### config.mk
export PLATFORM = sky130hd
export DESIGN_NAME = dcf77_decoder
export DESIGN_NICKNAME = d
export VERILOG_FILES = /design/src/rtl/dcf77_decoder.sv
export SDC_FILE = /design/constraint.sdc
export NUM_CORES = 1
export LEC_CHECK = 0
export CORE_MARGIN = 10
export CORE_UTILIZATION = 56
export CTS_BUF_LIST = sky130_fd_sc_hd__clkbuf_8 sky130_fd_sc_hd__clkbuf_16
export CTS_CLUSTER_DIAMETER = 60
export DETAILED_ROUTE_END_ITERATION = 10
export PLACE_DENSITY = 0.81
export SLEW_MARGIN = 20
export SYNTH_ARGS = -nofsm -noshare
export SYNTH_HDL_FRONTEND = slang
export SYNTH_SLANG_ARGS = --single-unit
### constraint.sdc
create_clock -name clk -period 3.18 [get_ports clk]
set_input_delay 0.795 -clock clk [delete_from_list [all_inputs] [get_ports clk]]
set_output_delay 0.795 -clock clk [all_outputs]
set_load 0.02 [all_outputs]
### src/rtl/dcf77_decoder.sv
// dcf77_decoder: DCF77 pulse-width decoder that assembles the minute frame and publishes BCD date/time.
// Define DCF77_RANGE_CHECK_EN to additionally reject frames whose decoded fields are out of range.
package dcf77_pkg;
  typedef struct packed {
    logic [7:0] year;
    logic [7:0] month;
    logic [7:0] day;
    logic [2:0] day_of_week;
    logic [7:0] hour;
    logic [7:0] minute;
    logic [7:0] second;
  } if_date_time;
endpackage

module dcf77_decoder
  import dcf77_pkg::*;
(
  input  logic        clk,
  input  logic        reset,
  input  logic        clk_en,
  input  logic        rx,
  output logic        dcf77_sync,
  output if_date_time dcf77,
  output logic        valid
);
  localparam if_date_time RST_DT = '{year: 8'h00, month: 8'h01, day: 8'h01, day_of_week: 3'd1,
                                     hour: 8'h00, minute: 8'h00, second: 8'h00};
  logic [1:0]  r_meta;
  logic        r_rx_d;
  logic [7:0]  r_hi;
  logic [7:0]  r_lo;
  logic [5:0]  r_idx;
  logic        r_bad;
  logic [58:0] r_bits;
  logic        w_rx;
  logic        w_rise;
  logic        w_fall;
  logic        w_timeout;
  logic        w_mark;
  logic        w_frame_ok;
  logic        w_range_ok;
  logic        w_accept;
  logic        w_unused;
  if_date_time w_dt;
  assign w_rx       = r_meta[1];
  assign w_rise     = w_rx & ~r_rx_d;
  assign w_fall     = ~w_rx & r_rx_d;
  assign w_timeout  = r_lo == 8'd250;
  assign w_mark     = w_rise && r_lo >= 8'd150;
  assign w_unused   = ^r_bits[19:1];
  assign w_dt = '{year: r_bits[57:50], month: {3'b0, r_bits[49:45]}, day: {2'b0, r_bits[41:36]},
                  day_of_week: r_bits[44:42], hour: {2'b0, r_bits[34:29]},
                  minute: {1'b0, r_bits[27:21]}, second: 8'h00};
  assign w_frame_ok = !(r_bad || w_timeout) && r_idx == 6'd59 && !r_bits[0] && r_bits[20] &&
                      !(^r_bits[28:21]) && !(^r_bits[35:29]) && !(^r_bits[58:36]);
`ifdef DCF77_RANGE_CHECK_EN
  assign w_range_ok = w_dt.minute[3:0] <= 4'd9 && w_dt.minute <= 8'h59 &&
                      w_dt.hour[3:0] <= 4'd9 && w_dt.hour <= 8'h23 &&
                      w_dt.day[3:0] <= 4'd9 && w_dt.day >= 8'h01 && w_dt.day <= 8'h31 &&
                      w_dt.month[3:0] <= 4'd9 && w_dt.month >= 8'h01 && w_dt.month <= 8'h12 &&
                      w_dt.year[3:0] <= 4'd9 && w_dt.year[7:4] <= 4'd9 && w_dt.day_of_week != 3'd0;
`else
  assign w_range_ok = 1'b1;
`endif
  assign w_accept   = w_mark && w_frame_ok && w_range_ok;
  always_ff @(posedge clk) begin
    if (reset) begin
      r_meta     <= '0;
      r_rx_d     <= 1'b0;
      r_hi       <= '0;
      r_lo       <= '0;
      r_idx      <= '0;
      r_bad      <= 1'b0;
      r_bits     <= '0;
      dcf77_sync <= 1'b0;
      valid      <= 1'b0;
      dcf77      <= RST_DT;
    end else begin
      r_meta <= {r_meta[0], rx};
      if (clk_en) begin
        r_rx_d     <= w_rx;
        r_hi       <= w_rise ? 8'd1 : (w_rx && r_hi != 8'hff) ? r_hi + 8'd1 : r_hi;
        r_lo       <= w_rx ? 8'd0 : (r_lo != 8'hff) ? r_lo + 8'd1 : r_lo;
        dcf77_sync <= w_accept;
        // A minute mark takes priority over a timeout landing on the same tick
        if (w_mark) begin
          valid <= w_accept;
          r_idx <= '0;
          r_bad <= 1'b0;
          if (w_accept) dcf77 <= w_dt;
        end else if (w_timeout) begin
          r_bad <= 1'b1;
          r_idx <= '0;
        end else if (w_fall) begin
          if (r_idx < 6'd59) r_bits[r_idx] <= r_hi >= 8'd15;
          if (r_idx != 6'd60) r_idx <= r_idx + 6'd1;
          if (r_hi < 8'd5 || r_hi > 8'd25) r_bad <= 1'b1;
        end
      end
    end
  end
endmodule
==> results.txt, run 1 <==
DRT Pass-1 Iters - 5
CP bufs+invs - 2
Post-synth top area share - 41.42%
Tcrit/Tclk final - 82.86%
Worst Tran Pin Value - 0.8513 ns
Final GP Congestion - 0.9116
Number of antenna diodes - 0
Clk root buf - clkbuf_8
Slowest CP cell - or4_4
Max incr delay on CP - 0.55 ns
LEAKAGE - 1.874 nW
DR vias - 4327
I/O Pins - 57
Synth Flop Type - dfxtp_1
Final Hold Viols - 0
Clock skew - 0.01173 ns
Clk pin slew, worst setup/hold paths - 0.10 ns
Initial antenna violation count - 0
Power Dens Cells - 388.2 nW/um^2
Die W - 114.3 um
Clock buffer count from CTS - 9
DIE AREA - 13060 sq um
Commonest non-fill, non-tap cell in the layout - dfxtp_1
Total routed wirelength - 11300 um
Setup Fix Bufs, Post-CTS - 0
Final min period - 2.635 ns
Post-route DRC - 0
Number of DRC markers in iteration 0 - 344
Pre-CTS WS - 0.3332 ns
Cell row count - 34
First-pass GRT wire length - 19850 um
Maximum vdd drop - 232.1 uV
Starting Density - 57.37%
Final Slew Violations - 0
Nets - 654
CP cell instances - inv_1 -> ha_1 -> nand2_1 -> nor3_1 -> or4_4 -> or4b_1 -> buf_4 -> o21ai_0 -> a21oi_1
Number of flops mapped to enable cells by yosys - 0
Die Span Y - 114.3 um
Post-route ant nets - 0
DP HPWL - 7814 um
Req. time, crit path - 3.40 ns
Outcome - completed
Netlist Area Pre-Place - 4979 sq um
# setup viols final - 0
Number of port buffers - 40
DR WL/cell - 14.95 um
Total track usage - 17.93%
CTS Sinks - 103
Vias in the first global route - 4126
Synth Warn # - 0
Cell taking the most area after synthesis - dfxtp_1
Setup CP Type - reg -> reg
Clk Latency, worst-skew pair - 0.36 ns
Gate Count Post-Synth - 627
Largest net degree at the start of global routing - 83
H-tree depth - 3
Fmax - 0.3795 GHz
Worst slew margin - 43.24%
Sum Neg Setup Slack - 0 ns
RSZ-0062 raised after global routing - no
CP max FO - 35
Global route overflow - 0
DP Area - 5329 sq um
Final setup margin - 0.5451 ns
Vias per cell - 5.724
CP Capture Type - flip-flop
Post-synth cell types - 47
CTS tree - built
Final Cell Area - 5509 sq um
Crit path arrival time - 2.85 ns
Startpoint Class - flip-flop
Max-Cap Viols - 0
Core area - 8678 sq um
Leading post-synthesis cells by cell area - dfxtp_1 (41%), a21oi_1 (7.8%), xnor2_1 (5.5%)
Sequential-to-total area share from yosys stat - 41.42%
Kind of cell adding the most delay to the critical path - simple AND/OR/NAND/NOR gates
P&R area growth vs syn - 10.66%
CTS resizes - 0
Share of cells above drive strength 1 - 6.019%
Fillers - 758
Avg Inst Size Synth - 7.940 sq um
CTS Buffer Depth - 2
Most frequent cells in the layout - dfxtp_1 (103), a21oi_1 (78), nor2_1 (64), nand2_1 (56), nand3_1 (48)
CTS Hold Bufs - 0
Hold Path Class - reg -> reg
Async set-reset flop share out of synthesis - 0%
Number of synthesized register bits - 103
==> per-layer routing <==
metal / track usage (%) / part of all wire, %
met4: 6.516 / 2.1
met1: 22.65 / 44
met5: 0 / 0
met3: 3.669 / 5.0
met2: 29.50 / 49
==> power by group <==
part / switching (mW) / internal (mW)
Combinational: 0.0546 / 0.0144
Clock: 0.476 / 0.293
Sequential: 0.00617 / 1.29
Total: 0.537 / 1.60
==> stage by stage <==
stage          std cells  hold WS (ns)  power [mW]  utilization [%]
2_1_floorplan        642        0.4138       1.397                -
3_3_place_gp         740        0.4159       1.395            61.39
3_5_place_dp         740        0.4494       1.397            61.40
4_1_cts              756        0.4632       2.145            63.47
5_1_grt              756        0.4809       2.217            63.48
6_report             756        0.4582       2.139            63.48
==> sequential cells by signal, summed over array words and instances (netlist names), 2 cells and up <==
register  cells
r_meta        2
r_lo          8
dcf77        35
r_hi          8
r_idx         6
r_bits       40
==> layout make-up <==
class                      instances  area, sq um  share of cell area (%)
clock buffer                       9        123.9                   2.248
timing repair buffer              52        485.5                   8.812
sequential                       103         2062                   37.43
multi-input combinational        469         2618                   47.51
tap                              108        135.1                   2.453
clock inverter                     7        55.05                  0.9993
inverter                           8        30.03                  0.5451
==> synthesized netlist by cell type, types with 2 or more instances <==
master and count:
nor3_1 24, clkbuf_1 30, buf_4 16, o21ai_0 34
nor2b_1 3, nand4_1 4, inv_1 8, xnor2_1 31
nor4_1 4, a31oi_1 2, buf_2 9, mux2i_1 3
o211ai_1 5, or4b_2 2, ha_1 7, o21a_1 3
dfxtp_1 103, nor2_1 64, xor2_1 17, buf_1 3
and3_1 8, nand2_1 56, or3_1 8, o21ai_1 31
buf_6 3, a21oi_1 78, nand2b_1 4, nand3_1 48
==> final timing paths <==
kind / start / to / slack [ns] / cells after the start
setup reg to reg: r_lo[0]$_SDFFE_PP0P_ / dcf77[43]$_SDFFE_PP0P_ / 0.55 / 9
hold / removal: r_meta[0]$_SDFF_PP0_ / r_meta[1]$_SDFF_PP0_ / 0.46 / 1
setup / recovery: r_lo[0]$_SDFFE_PP0P_ / dcf77[43]$_SDFFE_PP0P_ / 0.55 / 9
hold reg to reg: r_meta[0]$_SDFF_PP0_ / r_meta[1]$_SDFF_PP0_ / 0.46 / 1
==> cell families after synthesis <==
kind of cell	count (synthesis)	share of synthesized area, %
simple gates	234	22.57
compound gates	159	17.01
flops	103	41.42
buf+inv	70	7.188
xor+xnor	50	9.374
fa+ha+maj	7	1.759
mux	3	0.6032
other cells	1	0.07532
Power figures use the tool's default switching activity.
==> inputs of run 2 (changes only) <==
==> constraint.sdc (replaced) <==
create_clock -name clk -period 2.8 [get_ports clk]
set_input_delay 0.7 -clock clk [delete_from_list [all_inputs] [get_ports clk]]
set_output_delay 0.7 -clock clk [all_outputs]
set_load 0.02 [all_outputs]
==> run 2 against run 1 <==
  * Global-route usage down 0.45 points
  * Setup slack worse by 0.39 ns
  * Sequential share of layout area shrank 0.41 points
  * Hold slack lost 0.0056 ns
  * Sequential cell count stayed put
  * Combinational power up 17%
  * Utilization is 0.71 points higher
  * Register-to-register slack got worse by 0.39 ns
  * Sequential power rose by 14%
  * Clock skew grew 0.0039 ns
  * Critical path type unchanged
  * Largest cell class unchanged
==> results.txt, run 2 (synthesized netlist as in run 1, its figures left out) <==
CTS Hold Bufs - 0 (unchanged)
Worst Tran Pin Value - 0.8576 ns (was 0.8513 ns)
First-pass GRT wire length - 19300 um (was 19850 um)
# setup viols final - 0 (unchanged)
Clock skew - 0.01560 ns (was 0.01173 ns)
Largest net degree at the start of global routing - 83 (unchanged)
Power Dens Cells - 447.2 nW/um^2 (was 388.2 nW/um^2)
Outcome - completed (unchanged)
P&R area growth vs syn - 11.89% (was 10.66%)
CP max FO - 35 (unchanged)
Global route overflow - 0 (unchanged)
Fmax - 0.3783 GHz (was 0.3795 GHz)
Largest registers - r_bits: 40 flops, dcf77: 35 flops (unchanged)
Number of flip-flops in the largest register - 40 (unchanged)
Post-Layout Cell Count - 761 (was 756)
Sum Neg Setup Slack - 0 ns (unchanged)
Number of antenna diodes - 0 (unchanged)
Final min period - 2.644 ns (was 2.635 ns)
Vias per cell - 5.707 (was 5.724)
Most frequent cells in the layout - dfxtp_1 (103), a21oi_1 (78), nor2_1 (64), nand2_1 (56), nand3_1 (48) (unchanged)
Setup CP Type - reg -> reg (unchanged)
CTS Buffer Depth - 2 (unchanged)
Core area - 8678 sq um (unchanged)
Post-route DRC - 0 (unchanged)
Initial antenna violation count - 0 (unchanged)
Clk root buf - clkbuf_8 (unchanged)
Final Hold Viols - 0 (unchanged)
Max-Cap Viols - 0 (unchanged)
DIE AREA - 13060 sq um (unchanged)
Total routed wirelength - 11440 um (was 11300 um)
Final Slew Violations - 0 (unchanged)
Cell Count Post-Placement - 745 (was 740)
Tcrit/Tclk final - 94.41% (was 82.86%)
Cell row count - 34 (unchanged)
Crit path arrival time - 2.88 ns (was 2.85 ns)
Share of cells above drive strength 1 - 6.432% (was 6.019%)
Worst slew margin - 42.82% (was 43.24%)
Hold Path Class - reg -> reg (unchanged)
CTS Sinks - 103 (unchanged)
Die Span Y - 114.3 um (unchanged)
RSZ-0062 raised after global routing - no (unchanged)
Starting Density - 57.37% (unchanged)
CTS resizes - 0 (unchanged)
DR vias - 4343 (was 4327)
Setup Fix Bufs, Post-CTS - 0 (unchanged)
Final GP Congestion - 0.9113 (was 0.9116)
Number of port buffers - 40 (unchanged)
Die W - 114.3 um (unchanged)
Startpoint Class - flip-flop (unchanged)
Vias in the first global route - 4169 (was 4126)
Top reg by flops - r_bits (unchanged)
CP Capture Type - flip-flop (unchanged)
H-tree depth - 3 (unchanged)
Commonest non-fill, non-tap cell in the layout - dfxtp_1 (unchanged)
Nets - 659 (was 654)
Post-Route Utilization - 64.19% (was 63.48%)
Number of DRC markers in iteration 0 - 315 (was 344)
Clk Latency, worst-skew pair - 0.38 ns (was 0.36 ns)
Maximum vdd drop - 198.2 uV (was 232.1 uV)
DR WL/cell - 15.03 um (was 14.95 um)
CTS tree - built (unchanged)
Clock buffer count from CTS - 9 (unchanged)
DP HPWL - 7886 um (was 7814 um)
DRT Pass-1 Iters - 5 (unchanged)
Fin Hold WS - 0.4526 ns (was 0.4582 ns)
I/O Pins - 57 (unchanged)
Clk pin slew, worst setup/hold paths - 0.10 ns (about the same)
Total track usage - 17.47% (was 17.93%)
Post-route ant nets - 0 (unchanged)
LEAKAGE - 1.912 nW (was 1.874 nW)
Req. time, crit path - 3.03 ns (was 3.40 ns)
## run 2: worst paths after layout
| check | startpoint | end | slack [ns] | cells after the start |
|---|---|---|---|---|
| min | r_meta[0]$_SDFF_PP0_ | r_meta[1]$_SDFF_PP0_ | 0.45 | 1 |
| min reg2reg | r_meta[0]$_SDFF_PP0_ | r_meta[1]$_SDFF_PP0_ | 0.45 | 1 |
| max | r_lo[0]$_SDFFE_PP0P_ | dcf77[39]$_SDFFE_PP0P_ | 0.16 | 9 |
| max reg2reg | r_lo[0]$_SDFFE_PP0P_ | dcf77[39]$_SDFFE_PP0P_ | 0.16 | 9 |
## run 2: final cells by class
class | count | area, sq um
sequential | 103 | 2062
clock inverter | 7 | 68.82
inverter | 8 | 30.03
fill | 766 | 3108
tap | 108 | 135.1
timing repair buffer | 57 | 535.5
multi-input combinational | 469 | 2615
clock buffer | 9 | 123.9
## run 2: metrics by stage
stage / setup WS [ns] / power [mW] / instance area (sq um)
floorplan: 0.3845 / 1.587 / 5035
global placement: 0.1457 / 1.586 / 5378
detailed placement: 0.07923 / 1.589 / 5378
CTS: 0.1518 / 2.504 / 5570
global route: 0.01371 / 2.566 / 5570
finish: 0.1564 / 2.491 / 5570
## run 2: report_power, final
group	switching [mW]	internal (mW)
Combinational	0.0627	0.0180
Clock	0.582	0.352
Sequential	0.00695	1.47
Total	0.652	1.84
## run 2: worst max-delay path: stages, from the launching register on
cell,delay [ns]
dfxtp_1,0.40
inv_1,0.09
ha_1,0.22
nand2_1,0.10
nor3_1,0.07
or4_4,0.55
or4b_1,0.52
buf_4,0.25
o21ai_0,0.20
a21oi_1,0.09
## run 2: layer usage
| metal | up-vias | GRT usage, % | routed length (um) |
|---|---|---|---|
| met5 | - | 0 | 0 |
| met4 | 0 | 8.939 | 265 |
| met3 | 20 | 2.830 | 530 |
| met2 | 90 | 29.12 | 5654 |
| met1 | 2068 | 21.25 | 4986 |
| li1 | 2165 | - | - |
